===== src/rtl/load_store_unit.sv =====
// -----------------------------------------------------------------------------
// load_store_unit
//
// Bridges the execute stage and a word-addressed data memory. Byte-addressed
// RV32I loads and stores (LB/LH/LW/LBU/LHU/SB/SH/SW) become 32-bit memory word
// reads and writes. Sub-word stores use a read-modify-write sequence. Load data
// is aligned and sign/zero extended. Misaligned, illegal-funct3 and
// out-of-range accesses return an error response without touching memory.
//
// Ports:
//   clk          system clock, rising edge
//   reset        asynchronous, active-low reset
//   req_valid    core presents a request
//   req_ready    unit can accept a request (high only in IDLE)
//   req_we       1 = store, 0 = load
//   req_funct3   RV32I funct3 size/sign code
//   req_addr     byte address
//   req_wdata    store data, right-aligned
//   resp_valid   response available, held until resp_ready
//   resp_ready   core accepts the response
//   resp_rdata   extended load data; 0 for stores and errors
//   resp_err     misaligned, illegal funct3 or out-of-range access
//   mem_addr     word index (req_addr >> 2), 0 when no access is in flight
//   mem_rd_en    memory read enable
//   mem_rd_data  combinational read data from memory
//   mem_wr_en    memory write enable; memory writes on the clk edge
//   mem_wr_data  full word written to memory
// -----------------------------------------------------------------------------
module load_store_unit #(
  parameter int DEPTH_WORDS = 32,
  parameter int ADDR_W      = 32
) (
  input  logic              clk,
  input  logic              reset,
  input  logic              req_valid,
  output logic              req_ready,
  input  logic              req_we,
  input  logic [2:0]        req_funct3,
  input  logic [ADDR_W-1:0] req_addr,
  input  logic [31:0]       req_wdata,
  output logic              resp_valid,
  input  logic              resp_ready,
  output logic [31:0]       resp_rdata,
  output logic              resp_err,
  output logic [ADDR_W-1:0] mem_addr,
  output logic              mem_rd_en,
  input  logic [31:0]       mem_rd_data,
  output logic              mem_wr_en,
  output logic [31:0]       mem_wr_data
);

  typedef enum logic [2:0] {
    IDLE,
    LOAD,
    RMW_RD,
    WRITE,
    RESP
  } state_t;

  // Word-index limit at the width of the word-index field of the address.
  localparam logic [ADDR_W-3:0] DEPTH_LIM = (ADDR_W-2)'(DEPTH_WORDS);

  state_t state;
  state_t state_next;

  // Captured request and datapath registers.
  logic [2:0]        funct3_q;
  logic [ADDR_W-1:0] addr_q;
  logic [31:0]       wdata_q;
  logic [31:0]       merge_q;
  logic [31:0]       rdata_q;
  logic              err_q;

  // Accept-time decode.
  logic accept;
  logic legal_f3;
  logic misaligned;
  logic out_of_range;
  logic acc_err;

  // Load alignment / store merge.
  logic [7:0]  load_byte;
  logic [15:0] load_half;
  logic [31:0] load_data;
  logic [31:0] store_word;

  assign req_ready = (state == IDLE);
  assign accept    = req_valid && req_ready;

  // ---------------------------------------------------------------------------
  // Request classification, evaluated on the live request in IDLE.
  // ---------------------------------------------------------------------------
  always_comb begin
    // NOTE: every signal written here gets a default first so no path leaves
    // it unassigned; otherwise synthesis infers a latch.
    legal_f3     = 1'b0;
    misaligned   = 1'b0;
    out_of_range = 1'b0;

    if (req_we) begin
      legal_f3 = req_funct3 inside {3'b000, 3'b001, 3'b010};
    end else begin
      legal_f3 = req_funct3 inside {3'b000, 3'b001, 3'b010, 3'b100, 3'b101};
    end

    // funct3[1:0] encodes the access size: 00 byte, 01 halfword, 10 word.
    misaligned = ((req_funct3[1:0] == 2'b01) && req_addr[0]) ||
                 ((req_funct3[1:0] == 2'b10) && (req_addr[1:0] != 2'b00));

    out_of_range = (req_addr[ADDR_W-1:2] >= DEPTH_LIM);
  end

  assign acc_err = !legal_f3 || misaligned || out_of_range;

  // ---------------------------------------------------------------------------
  // FSM: state register.
  // ---------------------------------------------------------------------------
  always_ff @(posedge clk or negedge reset) begin
    if (!reset) begin
      state <= IDLE;
    end else begin
      // NOTE: sequential state uses non-blocking assignments so every flop
      // samples pre-edge values regardless of process ordering.
      state <= state_next;
    end
  end

  // ---------------------------------------------------------------------------
  // FSM: next-state logic.
  // ---------------------------------------------------------------------------
  always_comb begin
    state_next = state;
    unique case (state)
      IDLE: begin
        if (accept) begin
          if (acc_err) begin
            state_next = RESP;
          end else if (!req_we) begin
            state_next = LOAD;
          end else if (req_funct3[1:0] == 2'b10) begin
            state_next = WRITE;
          end else begin
            state_next = RMW_RD;
          end
        end
      end
      LOAD:    state_next = RESP;
      RMW_RD:  state_next = WRITE;
      WRITE:   state_next = RESP;
      RESP: begin
        if (resp_ready) begin
          state_next = IDLE;
        end
      end
      default: state_next = IDLE;
    endcase
  end

  // ---------------------------------------------------------------------------
  // Datapath registers.
  // ---------------------------------------------------------------------------
  always_ff @(posedge clk or negedge reset) begin
    if (!reset) begin
      funct3_q <= 3'b000;
      addr_q   <= '0;
      wdata_q  <= 32'h0;
      merge_q  <= 32'h0;
      rdata_q  <= 32'h0;
      err_q    <= 1'b0;
    end else begin
      unique case (state)
        IDLE: begin
          if (accept) begin
            funct3_q <= req_funct3;
            addr_q   <= req_addr;
            wdata_q  <= req_wdata;
            err_q    <= acc_err;
            // Stores and errors respond with zero data.
            rdata_q  <= 32'h0;
          end
        end
        LOAD:    rdata_q <= load_data;
        RMW_RD:  merge_q <= mem_rd_data;
        default: ;
      endcase
    end
  end

  // ---------------------------------------------------------------------------
  // Load alignment and extension from the word being read.
  // ---------------------------------------------------------------------------
  always_comb begin
    load_byte = 8'h00;
    load_half = 16'h0000;
    load_data = 32'h0;

    unique case (addr_q[1:0])
      2'd0: load_byte = mem_rd_data[7:0];
      2'd1: load_byte = mem_rd_data[15:8];
      2'd2: load_byte = mem_rd_data[23:16];
      2'd3: load_byte = mem_rd_data[31:24];
    endcase

    load_half = addr_q[1] ? mem_rd_data[31:16] : mem_rd_data[15:0];

    unique case (funct3_q)
      3'b000:  load_data = {{24{load_byte[7]}}, load_byte};
      3'b100:  load_data = {24'h0, load_byte};
      3'b001:  load_data = {{16{load_half[15]}}, load_half};
      3'b101:  load_data = {16'h0, load_half};
      default: load_data = mem_rd_data;
    endcase
  end

  // ---------------------------------------------------------------------------
  // Store word: full word for SW, lane-merged captured word for SB/SH.
  // ---------------------------------------------------------------------------
  always_comb begin
    store_word = merge_q;
    unique case (funct3_q[1:0])
      2'b00: begin
        unique case (addr_q[1:0])
          2'd0: store_word[7:0]   = wdata_q[7:0];
          2'd1: store_word[15:8]  = wdata_q[7:0];
          2'd2: store_word[23:16] = wdata_q[7:0];
          2'd3: store_word[31:24] = wdata_q[7:0];
        endcase
      end
      2'b01: begin
        if (addr_q[1]) begin
          store_word[31:16] = wdata_q[15:0];
        end else begin
          store_word[15:0]  = wdata_q[15:0];
        end
      end
      default: store_word = wdata_q;
    endcase
  end

  // ---------------------------------------------------------------------------
  // Outputs. All are decoded from the state register, so the asynchronous
  // reset forces them (mem_wr_en in particular) low without waiting for an
  // edge.
  // ---------------------------------------------------------------------------
  assign mem_rd_en   = (state == LOAD) || (state == RMW_RD);
  assign mem_wr_en   = (state == WRITE);
  assign mem_wr_data = mem_wr_en ? store_word : 32'h0;
  assign mem_addr    = (mem_rd_en || mem_wr_en) ? {2'b00, addr_q[ADDR_W-1:2]} : '0;

  assign resp_valid  = (state == RESP);
  assign resp_err    = resp_valid && err_q;
  assign resp_rdata  = resp_valid ? rdata_q : 32'h0;

endmodule


===== config.mk =====
export PLATFORM = sky130hd
export DESIGN_NAME = load_store_unit
export DESIGN_NICKNAME = d
export VERILOG_FILES = /design/src/rtl/load_store_unit.sv
export SDC_FILE = /design/constraint.sdc
export NUM_CORES = 1
export LEC_CHECK = 0
export ABC_AREA = 0
export BUFFER_PORTS_ARGS = -buffer_cell sky130_fd_sc_hd__buf_2
export CAP_MARGIN = 10
export CORE_ASPECT_RATIO = 0.6
export CORE_UTILIZATION = 42
export CTS_CLUSTER_DIAMETER = 120
export CTS_CLUSTER_SIZE = 40
export DETAILED_ROUTE_END_ITERATION = 8
export PLACE_DENSITY = 0.72
export SYNTH_ARGS = -nofsm -noshare
export SYNTH_HDL_FRONTEND = slang
export SYNTH_SLANG_ARGS = --single-unit

===== constraint.sdc =====
create_clock -name clk -period 1.8 [get_ports clk]
set_input_delay 0.18 -clock clk [delete_from_list [all_inputs] [get_ports clk]]
set_output_delay 0.18 -clock clk [all_outputs]
set_load 0.05 [all_outputs]

# Yosys cells after proc, flatten, opt, wreduce, memory -nomap -nowiden
# Cells that the tools add are included.
# word_totals
regBits	135
elab_cells	72
# classes
magnitude_cmp	1
eq_ne	19
muxes	22
n_reduce_logical	23
# op_table
operator	n
case mux 32 bit (2 select lines)	2
case mux 32 bit (4 select lines)	1
two-way mux 32 bit	3
two-way mux 16 bit	3
two-way mux 8 bit	4
case mux 8 bit (4 select lines)	1
>= comparator 30 x 6 -> 1 bit (second input constant)	1
two-way mux 30 bit	1
== test 3 bit (second input constant)	5
case mux 3 bit (4 select lines)	1
== test 3 x 1 -> 1 bit (second input constant)	3
== test 3 x 2 -> 1 bit (second input constant)	3
zero test 3 bit	3
two-way mux 3 bit	3
== test 2 x 1 -> 1 bit (second input constant)	3
== test 2 bit (second input constant)	3
AND reduction 2 bit	3
logical OR 1 bit	5
nonzero test 5 bit	1
logical AND 1 bit	4
zero test 2 bit	2
inequality test 2 x 1 -> 1 bit (second input constant)	2
nonzero test 2 bit	2
nonzero test 3 bit	1
other kinds (4)	5

# Longest topological paths before layout
# Gate-level depths: netlist of the first run.
# logic_depth
ltp_word	9
mapped_depth	7
ltp_nobuf	4

# Worst setup path after synthesis of the first run
# OpenSTA, ideal clock, no wires.
# synth_path
path_type	reg-to-output
startpoint	reg state[0]
endpoint	out mem_wr_data[20]
arrival_time_ns	2.289
required_time_ns	1.620
setup_slack_ns	-0.669
path_stages_with_launch	7
n_path_buf	3
path_cell_list	dfrtp_1 buf_2 nand2_1 or2_2 buf_2 buf_2 a211oi_1
# synth_between
elab_chain_len	2
# synth_rtl
element	line	text
start, declared	63	state_t state;
start signal, assigned	124	state <= state_next;
== test 3 x 2 -> 1 bit	246	assign mem_wr_en = (state == WRITE);
two-way mux 32 bit	247	assign mem_wr_data = mem_wr_en ? store_word : 32'h0;
end, declared	49	output logic [31:0] mem_wr_data
# Every way passes these cells.

# Final worst setup path of the first run
# layout_path
startpoint	reg addr_q[1]
endpoint	out mem_wr_data[15]
# layout_between
elab_chain_len	4
word_cells_on_any_way	5
# layout_rtl
element	line	text
start, declared	68	logic [ADDR_W-1:0] addr_q;
start signal, assigned	175	addr_q <= req_addr;
== test 2 x 1 -> 1 bit	222	unique case (addr_q[1:0])
two-way mux 8 bit	222	
case mux 32 bit (2 select lines) (*)	220	unique case (funct3_q[1:0])
two-way mux 32 bit (*)	247	
# Every way passes the cells marked *; elsewhere a longest branch is shown, timed or not.

==> results.md, run 1 <==
* Outcome: finished, violations left
* Die area at 0.0174 mm²
* Share of cells above drive strength 1 at 0.648
* CP endpoint kind: output pin
* Worst-Margin Slew at around 0.53 ns
* Seq cells post-synth at ~140
* Crit path max fanout at 5
* Cell Rows at 36
* H-Tree Depth at 4
* Unrepaired setup endpoints after global routing: true
* Core ar. at 0.0164 mm²
* Overflow after GRT at 0
* Reg2reg path depth at 8
* # nets final at 1044
* Most frequent cells in the layout: dfrtp_1, buf_2, buf_8
* Failing checks: setup timing
* Post-synth EDFFs at 0
* Initial antenna violation count at 1
* Fin crit period at roughly 2.2 ns
* Post-Route WL at 32200 µm
* Setup ws final at -0.384 ns
* Clk slew on worst S/H paths at roughly 0.060 ns
* Post-Route Utilization at 0.765
* IO Count at 205
* Synthesized area at ~0.0071 mm²
* Total power at 11.6 mW
* Hold Vio Cnt, Final at 0
* Vias per inst at between 6 and 7
* Worst r2r src: state[0]$_DFFE_PN0P_
* PortBufs at 202
* Initial DRC count at slightly below 800
* Area of the multi-input gates at 0.00446 mm²
* Worst setup path end: mem_wr_data[15]
* Max Cap Violations at 0
* Relative slew slack at 0.648
* FF/Latch Area at between 0.003 and 0.004 mm²
* Sequential area share after synthesis at 0.476
* # diodes at 0
* Sw Ratio at 0.322
* CTS tree: done
* Psw at 3.73 mW
* DP Area at 0.00905 mm²
* DR DRC count at 0
* Crit path DAT at ~2.0 ns
* WP data required at ~1.6 ns
* Avg Cell Area, Syn at between 10 and 15 µm²
* Largest net degree at the start of global routing at 44
* P_int at 7.88 mW
* Critical path class: reg2out
* TritonRoute pass-1 iters at 8
* Combinational group share of total power at 0.327
* CTS buffer count at 17
* Syn-to-layout area delta at 76.2%
* Hold Crit Class: in2reg
* Peak supply drop at between 500 and 600 µV
* Most common cell after layout, fill and taps aside: dfrtp_1
* Cells on Worst Hold Path at 2
* Synth async-reset ratio at 1.00
* Via total after detailed routing at 7357
* Starting density of the core at 0.434
* Peak Freq at 458 MHz
* Period utilization at 1.21
* Final Cell Area at approximately 0.013 mm²
* Main synth FF type: dfrtp_1
* GRT Util Overall at 0.308
* CP max stage cell: dfrtp_1
* Clk sink count at 135
* Reg2reg end: addr_q[28]$_DFFE_PN0P_
* Die H at 103 µm
* Worst Hold Launch: req_wdata[18]
* Max Root-Sink Buffers at 2
* Crit-path cells: buf_6 -> nor2b_4 -> buf_6 -> a22o_1 -> nand2_2 -> a21oi_4 -> buf_8
* PwrDens at 929 mW/mm²
* Final setup fails at 217
* Post-synthesis cell count at ~640
* Fin Hold WS at 0.00352 ns
* Clk Latency, worst-skew pair at 0.42 ns
* Global placer's final weighted congestion at 0.890
* Final Skew at 0.00633 ns
* Final ANT Viol Nets at 0
* CTS root buffer: clkbuf_16
* Critical path origin: addr_q[1]$_DFFE_PN0P_
* Seq pwr share at 0.334
* Die W at ~170 µm
* Worst path max stage delay at roughly 0.45 ns
* Startpoint types: flop
* Clk pwr share at 0.339
* CP dominant cell by count: buf_6
* Distinct cells, synth at 50
* First-pass GRT wire length at between 30000 and 40000 µm
* Reg2Reg Setup Slack at -0.24 ns
* Yosys warns at 0
* Vias in the first global route at between 6000 and 7000
* Placed cell count at approximately 1100
* Finished Layout Cells at 1181
* Filler cell count in the final layout at 878
* P_leak at around 5.6 nW
* Detail Placement HPWL at 16200 µm
* DR WL/cell at about 27 µm
* Pins Over Slew Limit at 0
-- power groups by stage --
| stage | clock network [mW] | logic, mW | registers (mW) |
|---|---|---|---|
| finish | 3.94 | 3.80 | 3.88 |
| global route | 4.08 | 3.93 | 3.90 |
| CTS | 3.88 | 2.88 | 3.77 |
| detailed placement | 0 | 2.31 | 3.77 |
| global placement | 0 | 2.28 | 3.75 |
| floorplan | 0 | 1.58 | 3.63 |
-- final cells by class --
cell class,count,area share
multi-input combinational,440,0.357
timing repair buffer,335,0.294
sequential,135,0.270
clock buffer,20,0.0357
tap,228,0.0228
clock inverter,12,0.0159
inverter,11,0.00440
-- Yosys cell counts, drive strengths merged (14+ instances only) --
library cell    n  area [µm²]
dfrtp         135        3380
nand2          34         133
buf            32         241
clkbuf         20        75.1
mux2i          19         190
nor2           31         121
o21ai          37         185
and2           73         458
mux2          105        1180
a221o          16         160
a211oi         14         105
a21oi          16        91.3
a22oi          16         120
-- cell families (layout without fill, tap and decap cells) --
| group | Yosys count | count (layout) | share of synthesized area |
|---|---|---|---|
| AND/OR/NAND/NOR | 167 | 168 | 0.129 |
| AO/OA/AOI/OAI | 144 | 145 | 0.147 |
| flip-flops | 135 | 135 | 0.476 |
| other | 1 | 2 | 0.000528 |
| buffers and inverters | 63 | 378 | 0.0504 |
| multiplexers | 125 | 125 | 0.197 |
-- worst min-delay path by stage --
| stage | endpoint | slack (ns) |
|---|---|---|
| floorplan | addr_q[0]$_DFFE_PN0P_ | -0.12 |
| global placement | err_q$_DFFE_PN0P_ | 0.18 |
| CTS | wdata_q[2]$_DFFE_PN0P_ | 0.0002 |
| finish | wdata_q[18]$_DFFE_PN0P_ | 0.004 |
| global route | wdata_q[4]$_DFFE_PN0P_ | -0.001 |
| detailed placement | err_q$_DFFE_PN0P_ | 0.18 |
-- critical path: cells and delay by family, from the launching register on --
family | cells | cell delay, ns
simple gates | 2 | 0.30
flops | 1 | 0.45
compound gates | 2 | 0.35
buf+inv | 3 | 0.48
-- layer usage --
metal / track usage / vias up / part of all wire
met4: 0.0873 / 2 / 0.044
met1: 0.443 / 3667 / 0.40
li1: - / 2905 / -
met2: 0.463 / 619 / 0.44
met3: 0.0775 / 164 / 0.11
met5: 0 / - / 0.00043
-- metrics by stage --
| stage | setup TNS (ns) | setup slack [ns] |
|---|---|---|
| after detailed placement | -0.483 | -0.0411 |
| after global placement | -0.311 | -0.0349 |
| after CTS | -23.88 | -0.281 |
| final | -35.67 | -0.384 |
| after floorplan | -0.799 | -0.149 |
| after global routing | -39.59 | -0.418 |
-- state kept, by name, summed over array words and instances (netlist names) --
name      flops
err_q         1
state         3
addr_q       32
merge_q      32
rdata_q      32
funct3_q      3
wdata_q      32
-- timing repair --
action	4_1_cts	5_1_grt
resized for setup	380	159
setup buffers	21	24
pin swaps	65	41
endpoints found under the setup margin	114	193
hold endpoints to repair	48	3
gates cloned	8	15
hold buffers	21	3
(Power assumes the default switching activity.)
==> inputs of run 2 (changes only) <==
--- a/config.mk
+++ b/config.mk
@@ -9,11 +9,11 @@
 export BUFFER_PORTS_ARGS = -buffer_cell sky130_fd_sc_hd__buf_2
 export CAP_MARGIN = 10
 export CORE_ASPECT_RATIO = 0.6
-export CORE_UTILIZATION = 42
-export CTS_CLUSTER_DIAMETER = 120
+export CORE_UTILIZATION = 30
+export CTS_CLUSTER_DIAMETER = 200
 export CTS_CLUSTER_SIZE = 40
 export DETAILED_ROUTE_END_ITERATION = 8
-export PLACE_DENSITY = 0.72
+export PLACE_DENSITY = 0.56
 export SYNTH_ARGS = -nofsm -noshare
 export SYNTH_HDL_FRONTEND = slang
 export SYNTH_SLANG_ARGS = --single-unit
==> run 2 against run 1 <==
Effect of this change:
- non-clock buffer count is 9 higher
- largest power group unchanged
- cell count grew 8.0%
- worst setup slack better by 0.089 ns
- combinational power down 12%
- via count down 10%
- the flow still finishes with violations (setup timing)
- hold slack improved by 0.013 ns
- global-route usage shrank 9.2 points
- sequential power barely moved
- sequential cell count unchanged
- maximum frequency increased by 4.3%
==> results.md, run 2 (synthesis results as in run 1) <==
* # nets final at 1052
* P_leak at 5.48 nW
* Overflow after GRT at 0
* Hold Vio Cnt, Final at 0
* Detail Placement HPWL at 18000 µm
* Cell Rows at 43
* Final Skew at 0.0122 ns
* Worst path max stage delay at 0.43 ns
* DP Worst Slack at -0.0499 ns
* Initial DRC count at 446
* CTS buffer count at 17
* H-Tree Depth at 4
* DR WL/cell at 22.7 µm
* Via total after detailed routing at 6620
* Crit path max fanout at 8
* Clk sink count at 135
* Final setup fails at 133
* Peak Freq at 477 MHz
* CTS tree: done
* CP max stage cell: dfrtp_1
* Hold Crit Class: in2reg
* Outcome: finished, violations left
* Worst-Margin Slew at 0.587 ns
* Max Cap Violations at 0
* Vias per inst at slightly above 5
* First-pass GRT wire length at 39300 µm
* CP endpoint kind: output pin
* Filler cell count in the final layout at 1957
* Starting density of the core at 0.307
* Core ar. at 0.0231 mm²
* Peak supply drop at 739 µV
* Placed cell count at 1143
* Period utilization at 1.16
* IO Count at 205
* Most common cell after layout, fill and taps aside: dfrtp_1
* Crit path DAT at approximately 1.9 ns
* Crit-path cells: nand2b_4 -> mux2_2 -> a22oi_2 -> a21oi_4 -> buf_6
* Die area at 0.0243 mm²
* Setup ws final at -0.295 ns
* Die W at 201 µm
* GRT Util Overall at 0.217
* Relative slew slack at 0.607
* Final ANT Viol Nets at 0
* Die H at about 120 µm
* WP data required at about 1.6 ns
* Total power at 11.4 mW
* Clk Latency, worst-skew pair at approximately 0.42 ns
* PortBufs at 202
* Pins Over Slew Limit at 0
* Post-Route Utilization at 0.544
* Initial antenna violation count at 3
* Finished Layout Cells at 1276
* TritonRoute pass-1 iters at 5
* Global placer's final weighted congestion at 0.868
* Clk slew on worst S/H paths at 0.06 ns
* Vias in the first global route at 6381
* Critical path class: reg2out
* Failing checks: setup timing
* PwrDens at 907 mW/mm²
* Post-Route WL at 29000 µm
* # diodes at 0
* Setup tns final at -19.94 ns
* Syn-to-layout area delta at 77.4%
* DR DRC count at 0
* Unrepaired setup endpoints after global routing: true
* Max Root-Sink Buffers at 2
* Startpoint types: flop
* Most frequent cells in the layout: dfrtp_1, buf_2, mux2_2
* Share of cells above drive strength 1 at 0.625
* CTS root buffer: clkbuf_16
* Fin crit period at 2.09 ns
* Largest net degree at the start of global routing at 53
==> run 2: timing repair <==
| item | in CTS | in global routing |
|---|---|---|
| pin swaps | 25 | 81 |
| buffers inserted | 15 | 19 |
| gates cloned | 3 | 18 |
| endpoints found under the setup margin | 106 | 189 |
| hold buffers | 47 | 3 |
| resized for setup | 229 | 201 |
| endpoints found under the hold margin | 85 | 3 |
==> run 2: where the power goes <==
part,switching (mW),total (mW),internal [mW]
combinational,1.63,3.35,1.72
clock,1.41,4.20,2.79
sequential,0.449,3.86,3.42
==> run 2: path summary, 6_finish.rpt <==
check | startpoint | to | slack (ns) | cells after the start
max in group asynchronous | reset | addr_q[10]$_DFFE_PN0P_ | 0.94 | 3
min in group asynchronous | reset | rdata_q[11]$_DFFE_PN0P_ | 0.26 | 2
hold / removal | req_addr[19] | addr_q[19]$_DFFE_PN0P_ | 0.02 | 2
setup reg to reg | addr_q[1]$_DFFE_PN0P_ | rdata_q[14]$_DFFE_PN0P_ | -0.07 | 7
hold reg to reg | wdata_q[17]$_DFFE_PN0P_ | wdata_q[17]$_DFFE_PN0P_ | 0.49 | 1
setup / recovery | addr_q[1]$_DFFE_PN0P_ | mem_wr_data[10] | -0.29 | 5
==> run 2: area by class of cell <==
cell class	count	area, µm²	area share
inverters	11	61.3	0.00487
flip-flops and latches	135	3380	0.269
well taps	315	394	0.0313
repair buffers	344	3740	0.297
multi-input cells	439	4310	0.343
clock buffers	21	450	0.0358
clock inverters	11	244	0.0194
==> run 2: metal layers <==
metal	GRT usage	routed length, µm
met5	0	25
met4	0.0472	328
met3	0.0604	2360
met2	0.306	12300
met1	0.325	14000
==> run 2: through the flow <==
stage / instance area [µm²] / hold slack, ns
floorplan: 7370 / -0.116
global placement: 9290 / 0.146
detailed placement: 9290 / 0.145
CTS: 11400 / 0.00112
global route: 12600 / 0.000567
finish: 12600 / 0.0165
==> run 2: worst max-delay path, delay by kind of cell, from the launching register on <==
kind / cells / cell delay, ns
AOI/OAI and AO/OA: 2 / 0.28
buffers and inverters: 1 / 0.16
DFF: 1 / 0.43
muxes: 1 / 0.37
and+or+nand+nor: 1 / 0.25
==> inputs of run 3 (changes only) <==
--- a/config.mk
+++ b/config.mk
@@ -8,12 +8,14 @@
 export ABC_AREA = 0
 export BUFFER_PORTS_ARGS = -buffer_cell sky130_fd_sc_hd__buf_2
 export CAP_MARGIN = 10
+export CELL_PAD_IN_SITES_DETAIL_PLACEMENT = 0
+export CELL_PAD_IN_SITES_GLOBAL_PLACEMENT = 1
 export CORE_ASPECT_RATIO = 0.6
 export CORE_UTILIZATION = 30
 export CTS_CLUSTER_DIAMETER = 200
 export CTS_CLUSTER_SIZE = 40
 export DETAILED_ROUTE_END_ITERATION = 8
-export PLACE_DENSITY = 0.56
+export PLACE_DENSITY = 0.68
 export SYNTH_ARGS = -nofsm -noshare
 export SYNTH_HDL_FRONTEND = slang
 export SYNTH_SLANG_ARGS = --single-unit
==> run 3 against run 2 <==
Effect of this change:
- the run still ends with setup timing left
- count of clock-buffer cells in the layout decreased by 2
- hold slack lost 0.0015 ns
- first-iteration DRC count fell by 7.6%
- die area unchanged
- routed wire length up 2.2%
- via count rose by 2.6%
- maximum frequency is 1.7% lower
- cell count grew 3.5%
- combinational power rose by 13%
- sequential share of layout area is 1.3 points lower
- critical path type unchanged
- critical endpoint unchanged
- largest cell class unchanged
==> results.md, run 3 (synthesis results as in run 1) <==
* Global placer's final weighted congestion at ~0.83
* Most common cell after layout, fill and taps aside: dfrtp_1
* H-Tree Depth at 4
* Final setup fails at between 150 and 200
* Max Cap Violations at 0
* Vias in the first global route at approximately 6700
* Outcome: finished, violations left
* Filler cell count in the final layout at between 1500 and 2000
* Crit path max fanout at 6
* Fin crit period at 2.13 ns
* CP max stage cell: dfrtp_2
* Peak supply drop at 738 µV
* Via total after detailed routing at 6790
* Cell Rows at 43
* Largest net degree at the start of global routing at 40
* Post-Route WL at 29700 µm
* Clk sink count at approximately 140
* IO Count at 205
* Clk Latency, worst-skew pair at 0.43 ns
* PwrDens at 873 mW/mm²
* Initial antenna violation count at 1
* Die H at 121 µm
* Startpoint types: flop
* P_leak at 5.86 nW
* Overflow after GRT at 0
* Crit path max-delay family: flip-flops
* Core ar. at between 0.02 and 0.025 mm²
* Die area at 0.0243 mm²
* Unrepaired setup endpoints after global routing: true
* Hold Vio Cnt, Final at 0
* Clk slew on worst S/H paths at 0.07 ns
* Max Root-Sink Buffers at 2
* Peak Freq at ~470 MHz
* Buf+Inv Stages, Crit Path at 2
* Final ANT Viol Nets at 0
* Fin Hold WS at about 0.015 ns
* Most frequent cells in the layout: dfrtp_1, buf_2, mux2_4
* Hold Crit Class: in2reg
* Syn-to-layout area delta at 86.1%
* Setup ws final at -0.330 ns
* Starting density of the core at 0.307
* Setup tns final at -32.63 ns
* WP data required at 1.62 ns
* Worst path max stage delay at 0.45 ns
* DR DRC count at 0
* Pins Over Slew Limit at 0
* DR WL/cell at approximately 22 µm
* Period utilization at 1.18
* DP Worst Slack at -0.0585 ns
* Total power at 11.5 mW
* Finished Layout Cells at 1321
* # nets final at 1096
* CP endpoint kind: output pin
* Crit-path cells: nand2b_4 -> buf_8 -> mux2_4 -> a22oi_2 -> a21oi_4 -> buf_12
* Placed cell count at 1151
* GRT Util Overall at 0.228
* Die W at 201 µm
* Share of cells above drive strength 1 at 0.626
* First-pass GRT wire length at 41400 µm
* Final Skew at 0.00572 ns
* Detail Placement HPWL at 17800 µm
* CTS tree: done
* Crit path DAT at 1.95 ns
* Vias per inst at 5.14
* Initial DRC count at approximately 410
* Critical path class: reg2out
* CTS root buffer: clkbuf_16
* PortBufs at 202
* TritonRoute pass-1 iters at 5
* CTS buffer count at 17
* Failing checks: setup timing
run 3: final timing paths:
check | startpoint | endpoint | slack (ns) | depth (start not counted)
max in group asynchronous | reset | wdata_q[2]$_DFFE_PN0P_ | 0.93 | 3
worst min-delay path | mem_rd_data[5] | merge_q[5]$_DFFE_PN0P_ | 0.02 | 2
worst max-delay path | addr_q[1]$_DFFE_PN0P_ | mem_wr_data[10] | -0.33 | 6
min in group asynchronous | reset | addr_q[6]$_DFFE_PN0P_ | 0.20 | 2
worst max register to register | state[1]$_DFFE_PN0P_ | wdata_q[6]$_DFFE_PN0P_ | -0.22 | 8
worst min register to register | rdata_q[2]$_DFFE_PN0P_ | rdata_q[2]$_DFFE_PN0P_ | 0.49 | 2
run 3: timing repair:
action                     in CTS  in global routing
setup endpoints to repair     103                184
buffers inserted               23                 33
hold endpoints to repair       99                  0
pin swaps                      55                 47
cloned                          9                 15
hold buffers                   66                  0
gates resized for setup       322                182
run 3: worst reg2reg max path, stage by stage, from the launching register on:
cell and delay, ns:
dfrtp_1 0.41, buf_12 0.14, buf_6 0.11, buf_6 0.11, nor4b_4 0.35, buf_4 0.20, clkbuf_16 0.14, buf_12 0.13
mux2_4 0.31
run 3: through the flow:
stage           util  area, µm²
2_1_floorplan      -       7370
3_3_place_gp   0.404       9350
3_5_place_dp   0.404       9350
4_1_cts        0.523      12100
5_1_grt        0.571      13200
6_report       0.571      13200
run 3: power breakdown:
group | leakage, nW | switching (mW) | total, mW | internal, mW
sequential | 1.65 | 0.420 | 3.84 | 3.42
clock | 0.311 | 1.48 | 3.89 | 2.41
combinational | 3.90 | 1.71 | 3.79 | 2.08
run 3: cell type report:
class / count / area [µm²] / share of cell area
antenna: 1 / 2.50 / 0.000190
clock buffer: 19 / 453 / 0.0343
clock inverter: 13 / 193 / 0.0146
inverter: 11 / 52.6 / 0.00398
multi-input combinational: 441 / 4450 / 0.337
sequential: 135 / 3380 / 0.256
tap: 315 / 394 / 0.0299
timing repair buffer: 386 / 4280 / 0.324
run 3: routing by layer:
layer | routed length (µm) | share of wire | up-vias | global-route usage
li1 | - | - | 3026 | -
met1 | 15300 | 0.52 | 3497 | 0.351
met2 | 12200 | 0.41 | 243 | 0.319
met3 | 1830 | 0.062 | 24 | 0.0521
met4 | 318 | 0.011 | 0 | 0.0496
met5 | 0 | 0 | - | 0
